File: config.mk
export PLATFORM = sky130hd
export DESIGN_NAME = load_store_unit
export DESIGN_NICKNAME = d
export VERILOG_FILES = /design/src/rtl/lsu_pkg.sv /design/src/rtl/lsu_load_align.sv /design/src/rtl/load_store_unit.sv
export SDC_FILE = /design/constraint.sdc
export NUM_CORES = 1
export LEC_CHECK = 0
export BUFFER_PORTS_ARGS = -buffer_cell sky130_fd_sc_hd__buf_2
export CORE_MARGIN = 8
export CORE_UTILIZATION = 54
export DETAILED_ROUTE_END_ITERATION = 6
export GPL_TIMING_DRIVEN = 0
export PLACE_DENSITY = 0.95
export SKIP_LAST_GASP = 1
export SLEW_MARGIN = 20
export SYNTH_ARGS = -nofsm -noshare
export SYNTH_HDL_FRONTEND = slang
export SYNTH_SLANG_ARGS = --single-unit
File: constraint.sdc
create_clock -name clk_i -period 3.2 [get_ports clk_i]
set_input_delay 0.32 -clock clk_i [delete_from_list [all_inputs] [get_ports clk_i]]
set_output_delay 0.32 -clock clk_i [all_outputs]
set_load 0.01 [all_outputs]
File: src/rtl/lsu_pkg.sv
// ============================================================================
// Module   : lsu_pkg
// Purpose  : Shared types and constants for the load/store unit: FSM state
//            encoding, funct3 access-size codes, byte-enable width and a
//            helper that derives byte enables from size and address offset.
// Ports    : none (package)
// Revision : 1.0 - initial release
// ============================================================================
`default_nettype none

package lsu_pkg;

  typedef enum logic [1:0] {
    S_IDLE = 2'd0,
    S_REQ  = 2'd1,
    S_WAIT = 2'd2,
    S_DONE = 2'd3
  } lsu_state_e;

  localparam logic [2:0] F3_B  = 3'b000;
  localparam logic [2:0] F3_H  = 3'b001;
  localparam logic [2:0] F3_W  = 3'b010;
  localparam logic [2:0] F3_BU = 3'b100;
  localparam logic [2:0] F3_HU = 3'b101;

  localparam int unsigned BE_W = 4;

  // funct3[1:0] encodes the access size for both signed and unsigned loads.
  function automatic logic [BE_W-1:0] byte_enables(input logic [2:0] f3,
                                                   input logic [1:0] off);
    logic [BE_W-1:0] be;
    case (f3[1:0])
      2'b00:   be = 4'b0001 << off;
      2'b01:   be = 4'b0011 << off;
      default: be = 4'b1111;
    endcase
    return be;
  endfunction

endpackage

`default_nettype wire

File: src/rtl/lsu_load_align.sv
// ============================================================================
// Module   : lsu_load_align
// Purpose  : Combinational load alignment: selects the addressed byte/half
//            lane of the bus read word and sign- or zero-extends it.
// Ports    : rdata_i     - raw bus read word
//            off_i       - byte offset within the word (addr[1:0])
//            funct3_i    - load size/sign code
//            load_data_o - extended result
// Revision : 1.0 - initial release
// ============================================================================
`default_nettype none

module lsu_load_align
  import lsu_pkg::*;
#(
  parameter int XLEN = 32
) (
  input  logic [XLEN-1:0] rdata_i,
  input  logic [1:0]      off_i,
  input  logic [2:0]      funct3_i,
  output logic [XLEN-1:0] load_data_o
);

  logic [7:0]  w_byte;
  logic [15:0] w_half;

  always_comb begin
    w_byte = rdata_i[{off_i, 3'b000} +: 8];
    // A legal half access only ever sits at offset 0 or 2.
    w_half = rdata_i[{off_i[1], 4'b0000} +: 16];
    case (funct3_i)
      F3_B:    load_data_o = {{(XLEN-8){w_byte[7]}}, w_byte};
      F3_BU:   load_data_o = {{(XLEN-8){1'b0}}, w_byte};
      F3_H:    load_data_o = {{(XLEN-16){w_half[15]}}, w_half};
      F3_HU:   load_data_o = {{(XLEN-16){1'b0}}, w_half};
      default: load_data_o = rdata_i;
    endcase
  end

endmodule

`default_nettype wire

File: src/rtl/load_store_unit.sv
// ============================================================================
// Module   : load_store_unit
// Purpose  : Memory-access stage of the single-cycle RISC-V core. Runs one
//            req/gnt/rvalid data-bus transaction per load/store, stalls the
//            core while it is outstanding and returns extended load data.
// Ports    : clk_i, rst_ni          - clock, async active-low reset
//            mem_read_i/mem_write_i - instruction is a load / store
//            funct3_i, addr_i       - access size/sign, effective address
//            wdata_i                - rs2 store data
//            lsu_stall_o            - hold PC and register-file write
//            load_data_o/valid_o    - extended load result and its strobe
//            misaligned_o, lsu_err_o- fault flags, valid in DONE only
//            dbus_*                 - data-bus request/response channel
// Revision : 1.0 - initial release
// ============================================================================
`default_nettype none

module load_store_unit
  import lsu_pkg::*;
#(
  parameter int XLEN           = 32,
  parameter int TIMEOUT_CYCLES = 64
) (
  input  logic              clk_i,
  input  logic              rst_ni,
  input  logic              mem_read_i,
  input  logic              mem_write_i,
  input  logic [2:0]        funct3_i,
  input  logic [XLEN-1:0]   addr_i,
  input  logic [XLEN-1:0]   wdata_i,
  output logic              lsu_stall_o,
  output logic [XLEN-1:0]   load_data_o,
  output logic              load_valid_o,
  output logic              misaligned_o,
  output logic              lsu_err_o,
  output logic              dbus_req_o,
  output logic              dbus_we_o,
  output logic [XLEN-1:0]   dbus_addr_o,
  output logic [BE_W-1:0]   dbus_be_o,
  output logic [XLEN-1:0]   dbus_wdata_o,
  input  logic              dbus_gnt_i,
  input  logic              dbus_rvalid_i,
  input  logic [XLEN-1:0]   dbus_rdata_i,
  input  logic              dbus_err_i
);

  // Counter must hold TIMEOUT_CYCLES without wrapping.
  localparam int CNT_W = $clog2(TIMEOUT_CYCLES + 2);
  localparam logic [CNT_W-1:0] TO_LAST = CNT_W'(TIMEOUT_CYCLES - 1);

  lsu_state_e        state_q, state_d;
  logic [XLEN-1:0]   addr_q;
  logic [XLEN-1:0]   wdata_q;
  logic [2:0]        funct3_q;
  logic              we_q;
  logic              mis_q;
  logic              err_q;
  logic [CNT_W-1:0]  cnt_q;
  logic [XLEN-1:0]   load_data_q;

  logic              w_memop;
  logic              w_illegal;
  logic              w_misaligned;
  logic              w_timeout;
  logic              w_in_req;
  logic              w_in_done;
  logic [XLEN-1:0]   w_store;
  logic [XLEN-1:0]   w_aligned;

  assign w_memop = mem_read_i | mem_write_i;

  // Counter value TO_LAST marks the last allowed bus cycle of an access.
  assign w_timeout = (TIMEOUT_CYCLES != 0) && (cnt_q >= TO_LAST);

  // Decode of the incoming instruction, used only in IDLE.
  always_comb begin
    w_illegal = 1'b0;
    if (mem_read_i && mem_write_i) begin
      w_illegal = 1'b1;
    end else if (mem_read_i) begin
      w_illegal = (funct3_i == 3'b011) || (funct3_i == 3'b110) ||
                  (funct3_i == 3'b111);
    end else if (mem_write_i) begin
      w_illegal = !((funct3_i == F3_B) || (funct3_i == F3_H) ||
                    (funct3_i == F3_W));
    end

    case (funct3_i[1:0])
      2'b01:   w_misaligned = addr_i[0];
      2'b10:   w_misaligned = |addr_i[1:0];
      default: w_misaligned = 1'b0;
    endcase
  end

  // --------------------------------------------------------------------------
  // FSM: state register
  // --------------------------------------------------------------------------
  always_ff @(posedge clk_i or negedge rst_ni) begin
    if (!rst_ni) begin
      state_q <= S_IDLE;
    end else begin
      state_q <= state_d;
    end
  end

  // --------------------------------------------------------------------------
  // FSM: next state. A grant in the last allowed cycle wins over the timeout
  // so an accepted request is always followed by its response wait.
  // --------------------------------------------------------------------------
  always_comb begin
    state_d = state_q;
    case (state_q)
      S_IDLE: begin
        if (w_memop) begin
          state_d = (w_illegal || w_misaligned) ? S_DONE : S_REQ;
        end
      end
      S_REQ: begin
        if (dbus_gnt_i) begin
          state_d = S_WAIT;
        end else if (w_timeout) begin
          state_d = S_DONE;
        end
      end
      S_WAIT: begin
        if (dbus_rvalid_i || w_timeout) begin
          state_d = S_DONE;
        end
      end
      default: state_d = S_IDLE;
    endcase
  end

  // --------------------------------------------------------------------------
  // Transaction context, fault flags, timeout counter and load result
  // --------------------------------------------------------------------------
  always_ff @(posedge clk_i or negedge rst_ni) begin
    if (!rst_ni) begin
      addr_q      <= '0;
      wdata_q     <= '0;
      funct3_q    <= '0;
      we_q        <= 1'b0;
      mis_q       <= 1'b0;
      err_q       <= 1'b0;
      cnt_q       <= '0;
      load_data_q <= '0;
    end else begin
      case (state_q)
        S_IDLE: begin
          if (w_memop) begin
            addr_q   <= addr_i;
            wdata_q  <= wdata_i;
            funct3_q <= funct3_i;
            we_q     <= mem_write_i;
            mis_q    <= !w_illegal && w_misaligned;
            err_q    <= w_illegal;
            cnt_q    <= '0;
          end
        end
        S_REQ: begin
          cnt_q <= cnt_q + 1'b1;
          if (!dbus_gnt_i && w_timeout) begin
            err_q <= 1'b1;
          end
        end
        S_WAIT: begin
          cnt_q <= cnt_q + 1'b1;
          if (dbus_rvalid_i) begin
            err_q <= dbus_err_i;
            if (!we_q && !dbus_err_i) begin
              load_data_q <= w_aligned;
            end
          end else if (w_timeout) begin
            err_q <= 1'b1;
          end
        end
        default: ;
      endcase
    end
  end

  lsu_load_align #(
    .XLEN (XLEN)
  ) u_load_align (
    .rdata_i     (dbus_rdata_i),
    .off_i       (addr_q[1:0]),
    .funct3_i    (funct3_q),
    .load_data_o (w_aligned)
  );

  // Store data replicated across every lane the access could target.
  always_comb begin
    case (funct3_q[1:0])
      2'b00:   w_store = {(XLEN/8){wdata_q[7:0]}};
      2'b01:   w_store = {(XLEN/16){wdata_q[15:0]}};
      default: w_store = wdata_q;
    endcase
  end

  // --------------------------------------------------------------------------
  // FSM: outputs. Bus fields are driven only in REQ, so everything is zero
  // in reset and an asynchronous reset drops the request at once.
  // --------------------------------------------------------------------------
  always_comb begin
    w_in_req     = (state_q == S_REQ);
    w_in_done    = (state_q == S_DONE);
    lsu_stall_o  = rst_ni & w_memop & !w_in_done;
    dbus_req_o   = w_in_req;
    dbus_we_o    = w_in_req & we_q;
    dbus_addr_o  = w_in_req ? {addr_q[XLEN-1:2], 2'b00} : '0;
    dbus_be_o    = w_in_req ? byte_enables(funct3_q, addr_q[1:0]) : '0;
    dbus_wdata_o = w_in_req ? w_store : '0;
    misaligned_o = w_in_done & mis_q;
    lsu_err_o    = w_in_done & err_q;
    load_valid_o = w_in_done & !we_q & !err_q & !mis_q;
    load_data_o  = load_data_q;
  end

endmodule

`default_nettype wire

; Word level (Yosys, flattened, before mapping)
; Cells that the tools add are included.
[classes]
n_addsub = 1
n_eq_ne = 19
muxes = 23
n_reduce_logical = 31
shifts = 4
bitwise_logic = 9
order_cmp = 1
[op_table]
columns = operator, n
row1 = 32-bit case mux with 4 select lines, 1
row2 = 32-bit 2-to-1 mux, 2
row3 = 32-bit case mux with 2 select lines, 1
row4 = 32-bit by 6-bit variable part select with 16-bit output, 1
row5 = 32-bit by 6-bit variable part select with 8-bit output, 1
row6 = 7-bit case mux with 2 select lines, 1
row7 = 3-bit == test (second input constant), 4
row8 = 2-bit 2-to-1 mux, 5
row9 = 1-bit bitwise AND, 8
row10 = 1-bit zero test, 8
row11 = 4-bit case mux with 2 select lines, 1
row12 = 7-bit by 1-bit adder with 7-bit output (second input constant), 1
row13 = 7-bit by 6-bit >= comparator with 1-bit output (second input constant), 1
row14 = 1-bit 2-to-1 mux, 7
row15 = 7-bit 2-to-1 mux, 1
row16 = 2-bit by 1-bit == test with 1-bit output (second input constant), 3
row17 = 2-bit == test (second input constant), 3
row18 = 3-bit by 1-bit == test with 1-bit output (second input constant), 2
row19 = 3-bit by 2-bit == test with 1-bit output (second input constant), 2
row20 = 3-bit zero test, 2
row21 = 1-bit logical OR, 6
row22 = 2-bit case mux with 3 select lines, 1
row23 = 3-bit AND reduction, 2
row24 = 1-bit logical AND, 4
row25 = other kinds (16), 20
[totals]
regBits = 111
out_inout_bits = 106
inputBits = 106
elab_cells = 97

; Depth between registers and ports, before layout
[logic_depth]
word_depth = 11
ltp_mapped = 7
depth_no_buf = 6

; Hierarchy
; A second synthesis with hierarchy kept.
[unflattened]
hier_cells = 564
area_unflattened_um2 = 6029.5
[by_module_without_submodules]
columns = module, seq_area_each_um2, area_per_inst_um2, instances, cells_each
row1 = load_store_unit, 2777.7, 5401.4, 1, 455
row2 = lsu_load_align, 0.0, 628.1, 1, 109

; Worst setup path before layout
; OpenSTA, ideal clock, no wires.
[synth_timing]
path_kind = register to register
from = reg state_q[0]
to = reg load_data_q[21], in the netlist load_data_o[21]
path_buffers = 2
arrival_ns = 1.804
stages_incl_launch_ff = 8
slack_ns = 1.275
synth_period_minus_slack_ns = 1.925
setup_time_ns = 0.121
t_required_ns = 3.079
path_cell_list = dfrtp_1 inv_1 ha_1 or4b_1 buf_2 o31ai_4 buf_6 a21oi_1
[synth_via]
elab_chain_len = 2
[synth_lines]
columns = item, line_no
row1 = start: declaration, load_store_unit.sv:51  ; lsu_state_e state_q, state_d;
row2 = start signal: assignment, load_store_unit.sv:102  ; state_q <= state_d;
row3 = 2-bit == test, load_store_unit.sv:148  ; case (state_q)
row4 = 3-bit AND reduction (no source line), n/a
row5 = end signal: assignment, load_store_unit.sv:171  ; load_data_q <= w_aligned;
row6 = end: declaration, load_store_unit.sv:59  ; logic [XLEN-1:0] load_data_q;
; Every way passes these cells.
; A chain may end at the register's enable or synchronous reset.

; Worst setup path after layout
[layout_timing]
from = reg state_q[1]
to = out dbus_wdata_o[14]
[layout_via]
elab_chain_len = 2
[layout_lines]
columns = item, line_no
row1 = 2-bit by 1-bit == test with 1-bit output, load_store_unit.sv:205  ; w_in_req = (state_q == S_REQ);
row2 = 32-bit 2-to-1 mux, load_store_unit.sv:212  ; dbus_wdata_o = w_in_req ? w_store : '0;
row3 = end: declaration, load_store_unit.sv:40  ; output logic [XLEN-1:0] dbus_wdata_o,
; Every way passes these cells.

==> run summary <==
Leading register cell type out of synthesis = sky130_fd_sc_hd__dfrtp_1
Residual DRC count = 0
Number of max-capacitance violations reported = 0
Minimum period implied by the final worst setup slack = 2990 ps
Synthesized area per cell = 10.2 sq um
Summed negative setup slack over all endpoints = 0 ps
Tightest Pin Transition = 812 ps
CP Class = register to output port
Cell count after synthesis = 568
GR Overflow Total = 0
Core ar. = 10700 sq um
Critical path data arrival time = 2670 ps
Largest cells by area after synthesis = sky130_fd_sc_hd__dfrtp_1 (48%), sky130_fd_sc_hd__mux2_2 (13%), sky130_fd_sc_hd__and2_1 (4.5%), sky130_fd_sc_hd__a21oi_1 (4.5%), sky130_fd_sc_hd__mux2i_1 (4.0%)
Normalized max-slew margin = 45.7%
Startpoint Class = register
Number of DRC markers in iteration 0 = 587
Final routed wirelength across all metal layers = 17700 um
Layout net count = 906
Endpoint class of the critical path = output port
Post-synth EDFFs = 0
Maximum clock frequency = 335 MHz
Worst voltage drop across the vdd grid = 0.000493 V
Global-route wire length before repair = 27800 um
Synthesis-to-finish area growth = 25.6%
Synth unique cells = 43
Floorplan die height = 120 um
Routed via count divided by cell count = 5.60
DRT Pass-1 Iters = 5
Number of I/O pins = 212
Via count = 5237
Worst-Skew Late Latency = 380 ps
Pins Over Slew Limit = 0
Leakage power = 3.63 nW
Share of power burned in registers = 35.0%
Cell chosen for the clock root = sky130_fd_sc_hd__clkbuf_8
Number of failing setup endpoints in the final timing report = 0
Outcome = finished, final reports clean
Internal power summed over all cells = 4.28 mW
Die Outline Area = 14300 sq um
Horizontal die dimension = 120 um
YS warnings = 0
Initial Util = 54.4%
Weighted congestion reported at the end of routability-driven placement = 0.842
Power dissipated by switching net loads = 3.08 mW
Busiest metal layer after global routing = met2
Power per standard cell area = 1010 nW/um^2
Post-cts repair resize count = 0
Area of the mapped netlist = 5790 sq um
Fraction of final layout cells with drive strength greater than 1 = 38.6%
Final ANT Viol Nets = 0
Tcrit/Tclk final = 93.3%
Total routing usage reported by global routing = 24.2%
Data required time at the worst endpoint = 2880 ps
CTS Buf Count = 9
Clock network fraction of total power = 12.5%
Type of the most critical hold path = primary input to register
Detailed placer's ending HPWL = 13600 um
Diode count = 0
Synth async-reset ratio = 100%
Pin count of the biggest net entering global routing = 69
Sink Count = 111
Number of antenna violations at the first check in global routing = 0
Final Cell Area = 7270 sq um
Cell type with the largest total area after synthesis = sky130_fd_sc_hd__dfrtp_1
Via count of the first global-routing pass = 5550
Count of buffers from port buffering = 209
RSZ-0062 raised after global routing = no
Met1 usage = 28.5%
Max Buffers Root-to-Sink = 2
Sequential area share after synthesis = 48.0%
Register bit total from synthesis = 111
H-tree depth = 3
Met3 Track Usage GR = 8.13%
Clock-pin slew on the worst setup and hold paths = 100 ps
Fraction of synthesized cell area taken by the top area cell type = 48.0%
# rows = 38
Maximum fanout along the worst path = 10
Placement Cell Area = 7050 sq um
Switching share of power = 41.8%
Number of setup buffers added after CTS = 0
Final Hold Vio Count = 0
Setup skew after layout = 14.2 ps
Quantity of hold-fixing buffers added after cts = 1
CTS tree = yes
Wire length per cell after detailed routing = 19.0 um
Combinational share of power = 52.5%
Grt met2 use = 39.5%
==> power by group through the flow <==
stage                     registers (mW)  clock network [mW]  logic, mW
after floorplan                     2.54                   0       2.49
after global placement              2.53                   0       3.73
after detailed placement            2.59                   0       3.86
after CTS                           2.56               0.935       3.88
after global routing                2.65               0.988       4.22
final                               2.57               0.921       3.86
==> synth_stat cells (3+ instances only) <==
cell	count
sky130_fd_sc_hd__dfrtp_1	111
sky130_fd_sc_hd__mux2_2	68
sky130_fd_sc_hd__nor2_1	60
sky130_fd_sc_hd__nand2_1	58
sky130_fd_sc_hd__a21oi_1	52
sky130_fd_sc_hd__and2_1	42
sky130_fd_sc_hd__clkbuf_1	33
sky130_fd_sc_hd__mux2i_1	23
sky130_fd_sc_hd__o21ai_0	16
sky130_fd_sc_hd__a22o_1	12
sky130_fd_sc_hd__inv_1	11
sky130_fd_sc_hd__ha_1	9
sky130_fd_sc_hd__a22oi_1	8
sky130_fd_sc_hd__nand3_1	8
sky130_fd_sc_hd__mux4_2	5
sky130_fd_sc_hd__a21o_1	4
sky130_fd_sc_hd__and3_1	4
sky130_fd_sc_hd__nor2b_1	4
sky130_fd_sc_hd__nor4_1	3
sky130_fd_sc_hd__o221ai_1	3
sky130_fd_sc_hd__or2_2	3
==> kinds of logic after synthesis <==
kind of cell	count (synthesis)	synth area share (%)
simple gates	193	15.8
flops	111	48.0
compound gates	107	11.5
mux	96	19.1
buf+inv	51	3.61
fa+ha+maj	9	1.94
other cells	1	0.0648
==> placed cells by master (no fill, tap or decap), drive strengths merged, types with 9 or more instances in the layout <==
| cell type | instances |
|---|---|
| inv | 11 |
| nor2 | 60 |
| o21ai | 18 |
| buf | 216 |
| mux2i | 23 |
| and2 | 42 |
| a21oi | 52 |
| clkbuf | 43 |
| mux2 | 68 |
| dfrtp | 111 |
| nand2 | 58 |
| ha | 9 |
| a22o | 12 |
==> worst paths after layout <==
kind	from	endpoint	slack (ps)	depth (start not counted)
worst max-delay path	state_q[1]$_DFFE_PN0P_	dbus_wdata_o[14]	210	7
worst min-delay path	wdata_i[25]	wdata_q[25]$_DFFE_PN0P_	170	2
worst max register to register	state_q[0]$_DFFE_PN0P_	load_data_o[21]$_DFFE_PN0P_	800	7
worst min register to register	load_data_o[4]$_DFFE_PN0P_	load_data_o[4]$_DFFE_PN0P_	490	2
max in group asynchronous	rst_ni	cnt_q[2]$_DFFE_PN0P_	2080	3
min in group asynchronous	rst_ni	wdata_q[21]$_DFFE_PN0P_	430	2
==> worst max-delay path, cell delays in order, from the launching register on <==
cell and delay [ps]:
sky130_fd_sc_hd__dfrtp_1 410, sky130_fd_sc_hd__inv_1 120, sky130_fd_sc_hd__ha_1 170, sky130_fd_sc_hd__clkbuf_1 390, sky130_fd_sc_hd__clkinv_1 400, sky130_fd_sc_hd__clkbuf_1 370, sky130_fd_sc_hd__a21oi_1 260, sky130_fd_sc_hd__buf_2 170
==> per-stage QoR <==
stage | hold WS, ps | utilization, % | total power, mW | cells | setup WS (ps)
floorplan | 24.4 | - | 5.03 | 569 | 1270
global placement | 459 | 65.9 | 6.27 | 918 | 159
detailed placement | 277 | 66.2 | 6.45 | 919 | 608
CTS | 155 | 68.3 | 7.38 | 936 | 187
global route | 158 | 68.3 | 7.86 | 936 | 76.3
finish | 168 | 68.3 | 7.36 | 936 | 214
==> state kept, by name (all words and copies together) (netlist names) <==
signal       count
wdata_q         32
mis_q            1
load_data_o     32
addr_q          32
we_q             1
funct3_q         3
cnt_q            7
err_q            1
state_q          2
==> cell type report <==
cell class                 count  area, sq um
timing repair buffer         211         1090
fill                         812         3380
tap                          140          175
multi-input combinational    407         2810
clock buffer                  10          128
inverter                      12         45.0
clock inverter                 6         85.1
sequential                   111         2780
buffer                        39          164
==> layer usage <==
layer | up-vias | routed length [um]
met5 | - | 0
met3 | 45 | 1930
met1 | 2492 | 6980
li1 | 2407 | -
met4 | 0 | 461
met2 | 293 | 8370
Note: power is estimated with default switching activity, not from simulation.
